File: config.mk
export PLATFORM = sky130hd
export DESIGN_NAME = duel_engine_flat
export DESIGN_NICKNAME = d
export VERILOG_FILES = /design/src/rtl/duel_pkg.sv /design/src/rtl/duel_if.sv /design/src/rtl/duel_bullet_bank.sv /design/src/rtl/duel_engine.sv /design/src/flat_wrapper.sv
export SDC_FILE = /design/constraint.sdc
export NUM_CORES = 1
export LEC_CHECK = 0
export CORE_ASPECT_RATIO = 1.2
export CORE_MARGIN = 2
export CORE_UTILIZATION = 55
export DETAILED_ROUTE_END_ITERATION = 16
export DONT_BUFFER_PORTS = 1
export PLACE_DENSITY = 0.7
export SYNTH_ARGS = -nofsm -noshare
export SYNTH_HDL_FRONTEND = slang
export SYNTH_SLANG_ARGS = --single-unit
File: constraint.sdc
create_clock -name clk -period 23.7 [get_ports clk]
set_input_delay 2.37 -clock clk [delete_from_list [all_inputs] [get_ports clk]]
set_output_delay 2.37 -clock clk [all_outputs]
set_load 0.02 [all_outputs]
File: src/rtl/duel_pkg.sv
// Shared types, state encoding and keypad codes for the two-player duel core.
package duel_pkg;

  typedef logic [10:0] coord_t;

  typedef enum logic [1:0] {
    ST_IDLE = 2'd0,
    ST_PLAY = 2'd1,
    ST_OVER = 2'd2
  } state_e;

  localparam logic [3:0] KEY_P1_DN   = 4'h0;
  localparam logic [3:0] KEY_P2_UP   = 4'h3;
  localparam logic [3:0] KEY_P1_UP   = 4'h5;
  localparam logic [3:0] KEY_P2_DN   = 4'h9;
  localparam logic [3:0] KEY_P1_FIRE = 4'hA;
  localparam logic [3:0] KEY_P2_FIRE = 4'hB;
  localparam logic [3:0] KEY_START   = 4'hF;

  // 1-D span test; incl selects touching-counts (<=) versus strict (<) overlap.
  function automatic logic span_overlap(coord_t a, coord_t aw, coord_t b, coord_t bw, logic incl);
    if (incl) return (a <= b + bw) && (b <= a + aw);
    return (a < b + bw) && (b < a + aw);
  endfunction

endpackage

File: src/rtl/duel_if.sv
// Keypad-in / render-out bundle between the keypad driver, the duel core and the VGA renderers.
interface duel_if import duel_pkg::*; #(
  parameter int NB = 2
);
  logic             key_valid;
  logic [3:0]       key_code;
  coord_t           p1_y;
  coord_t           p2_y;
  logic [NB*11-1:0] b1_x;
  logic [NB*11-1:0] b1_y;
  logic [NB-1:0]    b1_act;
  logic [NB*11-1:0] b2_x;
  logic [NB*11-1:0] b2_y;
  logic [NB-1:0]    b2_act;
  logic [7:0]       score1;
  logic [7:0]       score2;
  state_e           state;
  logic [1:0]       winner;

  modport master (
    output key_valid, key_code,
    input  p1_y, p2_y, b1_x, b1_y, b1_act, b2_x, b2_y, b2_act, score1, score2, state, winner
  );

  modport slave (
    input  key_valid, key_code,
    output p1_y, p2_y, b1_x, b1_y, b1_act, b2_x, b2_y, b2_act, score1, score2, state, winner
  );
endinterface

File: src/rtl/duel_bullet_bank.sv
// One player's bullet slots: lowest-free allocation on fire, per-tick advance or kill.
module duel_bullet_bank import duel_pkg::*; #(
  parameter int NB  = 2,
  parameter int DIR = 1,
  parameter int VEL = 1
) (
  input  logic             clk,
  input  logic             rst,
  input  logic             clear,
  input  logic             advance,
  input  logic             fire,
  input  coord_t           spawn_x,
  input  coord_t           spawn_y,
  input  logic [NB-1:0]    kill,
  output logic [NB*11-1:0] x,
  output logic [NB*11-1:0] y,
  output logic [NB-1:0]    act,
  output logic             full
);

  logic [NB-1:0] spawn_sel;

  always_comb begin
    spawn_sel = '0;
    full      = 1'b1;
    for (int i = 0; i < NB; i++) begin
      if (!act[i] && full) begin
        spawn_sel[i] = 1'b1;
        full         = 1'b0;
      end
    end
  end

  // A freshly spawned slot was inactive, so it can never also be advanced or killed.
  always_ff @(posedge clk) begin
    if (rst) begin
      x   <= '0;
      y   <= '0;
      act <= '0;
    end else begin
      for (int i = 0; i < NB; i++) begin
        if (clear) begin
          act[i] <= 1'b0;
        end else if (fire && spawn_sel[i]) begin
          act[i]        <= 1'b1;
          x[i*11 +: 11] <= spawn_x;
          y[i*11 +: 11] <= spawn_y;
        end else if (advance && act[i]) begin
          if (kill[i])      act[i]        <= 1'b0;
          else if (DIR > 0) x[i*11 +: 11] <= x[i*11 +: 11] + coord_t'(VEL);
          else              x[i*11 +: 11] <= x[i*11 +: 11] - coord_t'(VEL);
        end
      end
    end
  end

endmodule

File: src/rtl/duel_engine.sv
// Duel game core: paddles, two bullet banks, collision/scoring and the match FSM.
// Define DUEL_FIRE_COOLDOWN_EN to add an 8-tick per-player fire cooldown.
// state | meaning
// IDLE  | after reset, waiting for the start key
// PLAY  | match running: keys move/fire, bullets resolve on each tick
// OVER  | a player reached WIN_SCORE; start key replays
module duel_engine import duel_pkg::*; #(
  parameter int NB         = 2,
  parameter int TICK_DIV   = 50_000,
  parameter int X_MAX      = 640,
  parameter int Y_MAX      = 480,
  parameter int MARGIN_TOP = 60,
  parameter int P1_X       = 25,
  parameter int P2_X       = 565,
  parameter int PLAYER_Y0  = 80,
  parameter int PLAYER_W   = 50,
  parameter int BULLET_W   = 5,
  parameter int WALL1_X    = 5,
  parameter int WALL2_X    = 625,
  parameter int WALL_W     = 10,
  parameter int VEL_P      = 10,
  parameter int VEL_B      = 1,
  parameter int WIN_SCORE  = 20
) (
  input logic   clk,
  input logic   rst,
  duel_if.slave bus
);

  localparam int         TW      = (TICK_DIV > 1) ? $clog2(TICK_DIV) : 1;
  localparam coord_t     C_Y0    = coord_t'(PLAYER_Y0);
  localparam coord_t     C_PW    = coord_t'(PLAYER_W);
  localparam coord_t     C_BW    = coord_t'(BULLET_W);
  localparam coord_t     C_P1X   = coord_t'(P1_X);
  localparam coord_t     C_P2X   = coord_t'(P2_X);
  localparam coord_t     C_TOP   = coord_t'(MARGIN_TOP);
  localparam coord_t     C_YMAX  = coord_t'(Y_MAX);
  localparam coord_t     C_VP    = coord_t'(VEL_P);
  localparam coord_t     C_HALF  = coord_t'(X_MAX / 2);
  localparam coord_t     C_W1_IN = coord_t'(WALL1_X + WALL_W);
  localparam coord_t     C_W2X   = coord_t'(WALL2_X);
  localparam coord_t     C_B1_X0 = coord_t'(P1_X + PLAYER_W);
  localparam coord_t     C_B2_X0 = coord_t'(P2_X - BULLET_W);
  localparam coord_t     C_MID   = coord_t'(PLAYER_W / 2);
  localparam logic [7:0] C_WIN   = 8'(WIN_SCORE);

  state_e           state_q, state_d;
  coord_t           p1_q, p1_d, p2_q, p2_d;
  logic [7:0]       s1_q, s1_d, s2_q, s2_d;
  logic [8:0]       sum1, sum2;
  logic [1:0]       win_q, win_d;
  logic             key_v_q;
  logic [3:0]       key_c_q;
  logic [TW-1:0]    tick_cnt;
  logic             tick, advance, clear, start;
  logic             fire1, fire2, cd1_ok, cd2_ok, b1_full, b2_full;
  logic [NB*11-1:0] b1_x, b1_y, b2_x, b2_y;
  logic [NB-1:0]    b1_act, b2_act, kill1, kill2;
  logic [3:0]       inc1, inc2;

  assign tick    = (tick_cnt == TW'(TICK_DIV - 1));
  assign advance = tick && (state_q == ST_PLAY);
  assign clear   = (state_d != ST_PLAY);
  assign sum1    = {1'b0, s1_q} + {5'b0, inc1};
  assign sum2    = {1'b0, s2_q} + {5'b0, inc2};

  always_ff @(posedge clk) begin
    if (rst) begin
      key_v_q  <= 1'b0;
      key_c_q  <= '0;
      tick_cnt <= '0;
    end else begin
      key_v_q  <= bus.key_valid;
      key_c_q  <= bus.key_code;
      tick_cnt <= tick ? '0 : tick_cnt + TW'(1);
    end
  end

  // Collisions on current positions; bullet pairs first, then player block, then wall.
  always_comb begin
    kill1 = '0;
    kill2 = '0;
    inc1  = '0;
    inc2  = '0;
    for (int i = 0; i < NB; i++) begin
      for (int j = 0; j < NB; j++) begin
        if (b1_act[i] && b2_act[j] && !kill1[i] && !kill2[j]
            && span_overlap(b1_x[i*11 +: 11], C_BW, b2_x[j*11 +: 11], C_BW, 1'b0)
            && span_overlap(b1_y[i*11 +: 11], C_BW, b2_y[j*11 +: 11], C_BW, 1'b0)) begin
          kill1[i] = 1'b1;
          kill2[j] = 1'b1;
          if (((b1_x[i*11 +: 11] + b2_x[j*11 +: 11] + C_BW) >> 1) >= C_HALF) inc1 = inc1 + 4'd1;
          else                                                                inc2 = inc2 + 4'd1;
        end
      end
    end
    for (int i = 0; i < NB; i++) begin
      if (b1_act[i] && !kill1[i]) begin
        if (span_overlap(b1_x[i*11 +: 11], C_BW, C_P2X, C_PW, 1'b1)
            && span_overlap(b1_y[i*11 +: 11], C_BW, p2_q, C_PW, 1'b1)) begin
          kill1[i] = 1'b1;
        end else if (b1_x[i*11 +: 11] + C_BW >= C_W2X) begin
          kill1[i] = 1'b1;
          inc1     = inc1 + 4'd2;
        end
      end
      if (b2_act[i] && !kill2[i]) begin
        if (span_overlap(b2_x[i*11 +: 11], C_BW, C_P1X, C_PW, 1'b1)
            && span_overlap(b2_y[i*11 +: 11], C_BW, p1_q, C_PW, 1'b1)) begin
          kill2[i] = 1'b1;
        end else if (b2_x[i*11 +: 11] <= C_W1_IN) begin
          kill2[i] = 1'b1;
          inc2     = inc2 + 4'd2;
        end
      end
    end
  end

  always_comb begin
    state_d = state_q;
    p1_d    = p1_q;
    p2_d    = p2_q;
    s1_d    = s1_q;
    s2_d    = s2_q;
    win_d   = win_q;
    start   = 1'b0;
    fire1   = 1'b0;
    fire2   = 1'b0;
    case (state_q)
      ST_PLAY: begin
        if (key_v_q) begin
          case (key_c_q)
            KEY_P1_UP:   if (p1_q > C_TOP)         p1_d = p1_q - C_VP;
            KEY_P1_DN:   if (p1_q + C_PW < C_YMAX) p1_d = p1_q + C_VP;
            KEY_P2_UP:   if (p2_q > C_TOP)         p2_d = p2_q - C_VP;
            KEY_P2_DN:   if (p2_q + C_PW < C_YMAX) p2_d = p2_q + C_VP;
            KEY_P1_FIRE: fire1 = cd1_ok;
            KEY_P2_FIRE: fire2 = cd2_ok;
            default:     ;
          endcase
        end
        if (tick) begin
          s1_d = sum1[8] ? 8'hFF : sum1[7:0];
          s2_d = sum2[8] ? 8'hFF : sum2[7:0];
        end
        if (s1_d >= C_WIN || s2_d >= C_WIN) begin
          state_d = ST_OVER;
          win_d   = (s1_d >= C_WIN) ? 2'd1 : 2'd2;
        end
      end
      default: begin
        if (key_v_q && key_c_q == KEY_START) begin
          start   = 1'b1;
          state_d = ST_PLAY;
          p1_d    = C_Y0;
          p2_d    = C_Y0;
          s1_d    = '0;
          s2_d    = '0;
          win_d   = '0;
        end
      end
    endcase
  end

  always_ff @(posedge clk) begin
    if (rst) begin
      state_q <= ST_IDLE;
      p1_q    <= C_Y0;
      p2_q    <= C_Y0;
      s1_q    <= '0;
      s2_q    <= '0;
      win_q   <= '0;
    end else begin
      state_q <= state_d;
      p1_q    <= p1_d;
      p2_q    <= p2_d;
      s1_q    <= s1_d;
      s2_q    <= s2_d;
      win_q   <= win_d;
    end
  end

`ifdef DUEL_FIRE_COOLDOWN_EN
  logic [3:0] cd1_q, cd2_q;

  assign cd1_ok = (cd1_q == '0);
  assign cd2_ok = (cd2_q == '0);

  always_ff @(posedge clk) begin
    if (rst || start) begin
      cd1_q <= '0;
      cd2_q <= '0;
    end else begin
      if (fire1 && !b1_full)          cd1_q <= 4'd8;
      else if (tick && cd1_q != '0)   cd1_q <= cd1_q - 4'd1;
      if (fire2 && !b2_full)          cd2_q <= 4'd8;
      else if (tick && cd2_q != '0)   cd2_q <= cd2_q - 4'd1;
    end
  end
`else
  assign cd1_ok = 1'b1;
  assign cd2_ok = 1'b1;
`endif

  duel_bullet_bank #(.NB(NB), .DIR(1), .VEL(VEL_B)) u_bank1 (
    .clk(clk), .rst(rst), .clear(clear), .advance(advance), .fire(fire1),
    .spawn_x(C_B1_X0), .spawn_y(p1_q + C_MID), .kill(kill1),
    .x(b1_x), .y(b1_y), .act(b1_act), .full(b1_full)
  );

  duel_bullet_bank #(.NB(NB), .DIR(-1), .VEL(VEL_B)) u_bank2 (
    .clk(clk), .rst(rst), .clear(clear), .advance(advance), .fire(fire2),
    .spawn_x(C_B2_X0), .spawn_y(p2_q + C_MID), .kill(kill2),
    .x(b2_x), .y(b2_y), .act(b2_act), .full(b2_full)
  );

  assign bus.p1_y   = p1_q;
  assign bus.p2_y   = p2_q;
  assign bus.b1_x   = b1_x;
  assign bus.b1_y   = b1_y;
  assign bus.b1_act = b1_act;
  assign bus.b2_x   = b2_x;
  assign bus.b2_y   = b2_y;
  assign bus.b2_act = b2_act;
  assign bus.score1 = s1_q;
  assign bus.score2 = s2_q;
  assign bus.state  = state_q;
  assign bus.winner = win_q;

endmodule

File: src/flat_wrapper.sv
// flat-port wrapper written by rule: the top's interface ports become plain ports
module duel_engine_flat import duel_pkg::*;
#(
  parameter int NB         = 2,
  parameter int TICK_DIV   = 50_000,
  parameter int X_MAX      = 640,
  parameter int Y_MAX      = 480,
  parameter int MARGIN_TOP = 60,
  parameter int P1_X       = 25,
  parameter int P2_X       = 565,
  parameter int PLAYER_Y0  = 80,
  parameter int PLAYER_W   = 50,
  parameter int BULLET_W   = 5,
  parameter int WALL1_X    = 5,
  parameter int WALL2_X    = 625,
  parameter int WALL_W     = 10,
  parameter int VEL_P      = 10,
  parameter int VEL_B      = 1,
  parameter int WIN_SCORE  = 20
)
  (clk, rst, bus_key_valid, bus_key_code, bus_p1_y, bus_p2_y, bus_b1_x, bus_b1_y, bus_b1_act, bus_b2_x, bus_b2_y, bus_b2_act, bus_score1, bus_score2, bus_state, bus_winner);
  duel_if #(.NB(NB)) bus_i ();
  input logic clk;
  input logic rst;
  input wire logic [$bits(bus_i.key_valid)-1:0] bus_key_valid;
  input wire logic [$bits(bus_i.key_code)-1:0] bus_key_code;
  output wire logic [$bits(bus_i.p1_y)-1:0] bus_p1_y;
  output wire logic [$bits(bus_i.p2_y)-1:0] bus_p2_y;
  output wire logic [$bits(bus_i.b1_x)-1:0] bus_b1_x;
  output wire logic [$bits(bus_i.b1_y)-1:0] bus_b1_y;
  output wire logic [$bits(bus_i.b1_act)-1:0] bus_b1_act;
  output wire logic [$bits(bus_i.b2_x)-1:0] bus_b2_x;
  output wire logic [$bits(bus_i.b2_y)-1:0] bus_b2_y;
  output wire logic [$bits(bus_i.b2_act)-1:0] bus_b2_act;
  output wire logic [$bits(bus_i.score1)-1:0] bus_score1;
  output wire logic [$bits(bus_i.score2)-1:0] bus_score2;
  output wire logic [$bits(bus_i.state)-1:0] bus_state;
  output wire logic [$bits(bus_i.winner)-1:0] bus_winner;
  assign bus_i.key_valid = bus_key_valid;
  assign bus_i.key_code = bus_key_code;
  assign bus_p1_y = bus_i.p1_y;
  assign bus_p2_y = bus_i.p2_y;
  assign bus_b1_x = bus_i.b1_x;
  assign bus_b1_y = bus_i.b1_y;
  assign bus_b1_act = bus_i.b1_act;
  assign bus_b2_x = bus_i.b2_x;
  assign bus_b2_y = bus_i.b2_y;
  assign bus_b2_act = bus_i.b2_act;
  assign bus_score1 = bus_i.score1;
  assign bus_score2 = bus_i.score2;
  assign bus_state = bus_i.state;
  assign bus_winner = bus_i.winner;
  duel_engine #(.NB(NB), .TICK_DIV(TICK_DIV), .X_MAX(X_MAX), .Y_MAX(Y_MAX), .MARGIN_TOP(MARGIN_TOP), .P1_X(P1_X), .P2_X(P2_X), .PLAYER_Y0(PLAYER_Y0), .PLAYER_W(PLAYER_W), .BULLET_W(BULLET_W), .WALL1_X(WALL1_X), .WALL2_X(WALL2_X), .WALL_W(WALL_W), .VEL_P(VEL_P), .VEL_B(VEL_B), .WIN_SCORE(WIN_SCORE)) u_core (.clk(clk), .rst(rst), .bus(bus_i));
endmodule
==> run_results.csv <==
group,metric,value,unit
run_status,status,"complete, no violations",
sta,hold_viol,0,
sta,rsz0062_at_grt,"no",
worst_hold_path,hold_path_class,"register to register",
layout,stdcell_area,19700,µm²
route,routed_wl,64400,µm
sta,finalSetupViolCount,0,
sta,holdWs,0.450,ns
route,drt-initial-drc-count,1277,
floorplan,fp.dieW,172,µm
global_route,overflow,0,
global_route,grt_max_degree,118,
global_route,grt_use_total,36.1,%
synthesis,syn_avg_cell_area,8.11,µm²
place,place_hpwl,48400,µm
layout,n_antenna_cell,0,
clock_network,cts.clk_slew.worst_paths,0.07,ns
synthesis,synthCells,2307,
synthesis,synth_compound_area_share,22.6,%
route,wl_per_cell,23.6,µm
clock_network,cts.hold.buffers_added,0,
synthesis,yosysUniqueCellTypes,115,
synthesis,synth_edf_count,0,
setup_path,r2r_cells,38,
synthesis,syn_area,18700,µm²
clock_network,cts_resized,0,
setup_path,critPathRequiredTime,24.06,ns
setup_path,end_kind,"register",
setup_path,ff2ff_setup_slack,13.07,ns
setup_path,cpPeakStageDelay,1.01,ns
sta,fmax,94.1,MHz
layout,drive_above_1_share,7.08,%
sta,fin_crit,10.63,ns
layout,instances_no_fill,2730,
route,routed_via_density,6.58,
place,dp_slack,13.26,ns
floorplan,core_area,33800,µm²
synthesis,synth_top_family_by_area,"adder cells",
floorplan,rows,74,
global_route,grt_antenna_before_repair,1,
setup_path,r2r_start,"u_core.u_bank2.y[0]$_SDFFE_PP0P_",
setup_path,critPathKind,"register to register",
sta,report.final.slew_viol_count,0,
synthesis,ys_ff_latch,153,
sta,tightest_slew,1.25,ns
clock_network,cts_sinks,153,
power_and_ir_drop,power.density,28.3,nW/µm²
synthesis,synthSimpleGateAreaFrac,22.0,%
clock_network,clk_latency,0.47,ns
floorplan,fp.dieArea,35500,µm²
sta,fin_setup_tns,0,ns
layout,area_growth,5.31,%
clock_network,htreeDepth,4,
synthesis,synth_ff_type,"dfxtp_1",
power_and_ir_drop,vdd_ir_drop_max,0.0000420,V
clock_network,cts_buffers,17,
sta,clock_skew,0.0133,ns
sta,fin_crit_sh,44.9,%
global_route,grt_pass1_vias,17100,
setup_path,crit_top_cell,"ha_1",
clock_network,cts_root_buf,"clkbuf_16",
setup_path,startpoint,"u_core.u_bank2.y[0]$_SDFFE_PP0P_",
place,gp_congestion,0.981,
floorplan,die_y,206,µm
setup_path,cp_max_fo,23,
setup_path,critical_path_arrival,10.99,ns
synthesis,yosysSeqAreaShare,16.4,%
sta,max_slew_margin,16.1,%
route,drc,0,
sta,timing.final.ws_setup,13.07,ns
synthesis,ys_async_sr_fraction,0,%
synthesis,synth_xor_area_share,9.41,%
setup_path,cp_slowest_cell,"or4b_1",
synthesis,synthMuxAreaShare,1.20,%
setup_path,startpoint_type,"register",
worst_hold_path,whs_path_depth,1,
synthesis,synth-warning-count,0,
power_and_ir_drop,leakage,0.00846,µW
place,dp_cells,2698,
place,io_buffers,0,
floorplan,ioPinCount,141,
layout,nets,2610,
route,firstDrtPassIters,5,
clock_network,cts_tree,"done",
setup_path,critPathCapture,"u_core.u_bank2.x[11]$_SDFFE_PP0P_",
clock_network,cts.path.max_buffers,2,
job,drv_cap,0,
synthesis,synth_fa_ha_area_share,23.5,%
route,num_vias,18000,
route,ant_nets,0,
place,placed_area,19100,µm²
clock_network,post_cts_buffers,0,
global_route,grt_first_pass_wirelength,98000,µm
floorplan,initial_core_util,55.4,%
setup_path,r2r_end,"u_core.u_bank2.x[11]$_SDFFE_PP0P_",
cells in the final DEF, fill, tap and decap left out, types with 11 or more instances in the layout:
master       n
ha_1       334
nor2_1     211
a21oi_1    163
dfxtp_1    153
nand2_1    152
xnor2_1    106
o21ai_0    100
inv_1       95
xor2_1      79
nand3_1     64
a21o_1      51
buf_4       47
nand4_1     45
nor3_1      42
o21a_1      40
a211oi_1    35
o211ai_1    29
nor2b_1     28
nand2b_1    27
or3_1       26
a31oi_1     20
and3_1      20
clkbuf_16   17
nor4_1      16
o2111ai_1   15
o31ai_1     14
and2_1      14
or2_2       13
o21bai_1    13
a22oi_1     12
mux2i_1     12
and4_1      11
nand3b_1    11
or4_1       11
cells by family after synthesis:
kind of cell    count (synthesis)
flops                         153
xor+xnor                      192
compound gates                616
buf+inv                       210
fa+ha+maj                     348
simple gates                  766
mux                            21
other cells                     1
cells in the mapped netlist, drive strengths merged, types with 12 or more instances:
cell	instances	area (µm²)
nand4	49	358
xnor2	108	961
nor2b	28	175
dfxtp	153	3060
nand2	155	594
or4	13	105
o31ai	14	105
or2	14	87.6
nand2b	27	169
nand3	65	330
o21a	40	300
mux2i	12	120
a22oi	12	90.1
a31oi	21	146
a21oi	166	850
a221oi	12	135
nor4	23	205
nor3	48	265
ha	334	4180
clkbuf	69	260
a21o	53	407
or3	26	163
o21bai	13	97.6
nor2	213	818
o211ai	34	280
o2111ai	15	131
o21ai	106	531
and2	14	87.6
xor2	80	708
and3	20	125
buf	44	280
a211oi	38	300
inv	95	357
layer usage:
layer	track usage (%)	up-vias	wire [µm]
met5	0	-	13
met4	22.5	2	4210
met3	9.19	228	5510
met2	59.2	797	29300
met1	41.8	8517	25400
li1	-	8428	-
stage by stage:
| step | total power, µW | util (%) |
|---|---|---|
| final | 558 | 58.3 |
| after global routing | 571 | 58.3 |
| after floorplan | 278 | - |
| after CTS | 561 | 58.3 |
| after global placement | 277 | 56.5 |
| after detailed placement | 278 | 56.5 |
final cells by class:
type | count | area, µm²
Clock buffer | 18 | 439
Inverter | 97 | 364
Timing Repair Buffer | 47 | 353
Fill cell | 3115 | 14100
Sequential cell | 153 | 3060
Clock inverter | 14 | 156
Multi-Input combinational cell | 1945 | 14800
Tap cell | 456 | 571
critical path, delay by kind of cell, from the launching register on:
| family | cells | cell delay (ns) |
|---|---|---|
| AO/OA/AOI/OAI | 12 | 3.29 |
| AND/OR/NAND/NOR | 11 | 2.76 |
| adder cells (fa/ha/maj) | 8 | 2.30 |
| multiplexers | 4 | 0.85 |
| flip-flops | 1 | 0.81 |
| XOR/XNOR | 1 | 0.39 |
| buffers and inverters | 2 | 0.13 |
where the power goes:
part	switching, µW	total, µW	internal [µW]	leakage (µW)
combinational	7.58	13.0	5.38	0.00695
sequential	1.07	259	258	0.00123
clock	135	286	152	0.000278
worst min path at each step:
stage	startpoint	endpoint	slack, ns
finish	u_core.tick_cnt[0]$_SDFF_PP0_	u_core.tick_cnt[0]$_SDFF_PP0_	0.45
global route	u_core.tick_cnt[0]$_SDFF_PP0_	u_core.tick_cnt[0]$_SDFF_PP0_	0.48
CTS	u_core.tick_cnt[0]$_SDFF_PP0_	u_core.tick_cnt[0]$_SDFF_PP0_	0.46
detailed placement	u_core.tick_cnt[0]$_SDFF_PP0_	u_core.tick_cnt[0]$_SDFF_PP0_	0.44
global placement	u_core.tick_cnt[0]$_SDFF_PP0_	u_core.tick_cnt[0]$_SDFF_PP0_	0.43
floorplan	u_core.tick_cnt[0]$_SDFF_PP0_	u_core.tick_cnt[0]$_SDFF_PP0_	0.42
sequential cells by signal, indices dropped and copies added (netlist names):
| name | flops |
|---|---|
| u_core.u_bank1.x | 22 |
| u_core.u_bank1.y | 22 |
| u_core.u_bank2.x | 22 |
| u_core.u_bank2.y | 22 |
| u_core.tick_cnt | 16 |
| u_core.bus.p1_y | 10 |
| u_core.bus.p2_y | 10 |
| u_core.bus.score1 | 8 |
| u_core.bus.score2 | 8 |
| u_core.key_c_q | 4 |
| u_core.bus.state | 2 |
| u_core.bus.winner | 2 |
| u_core.u_bank1.act | 2 |
| u_core.u_bank2.act | 2 |
| u_core.key_v_q | 1 |
(Power assumes the default switching activity.)
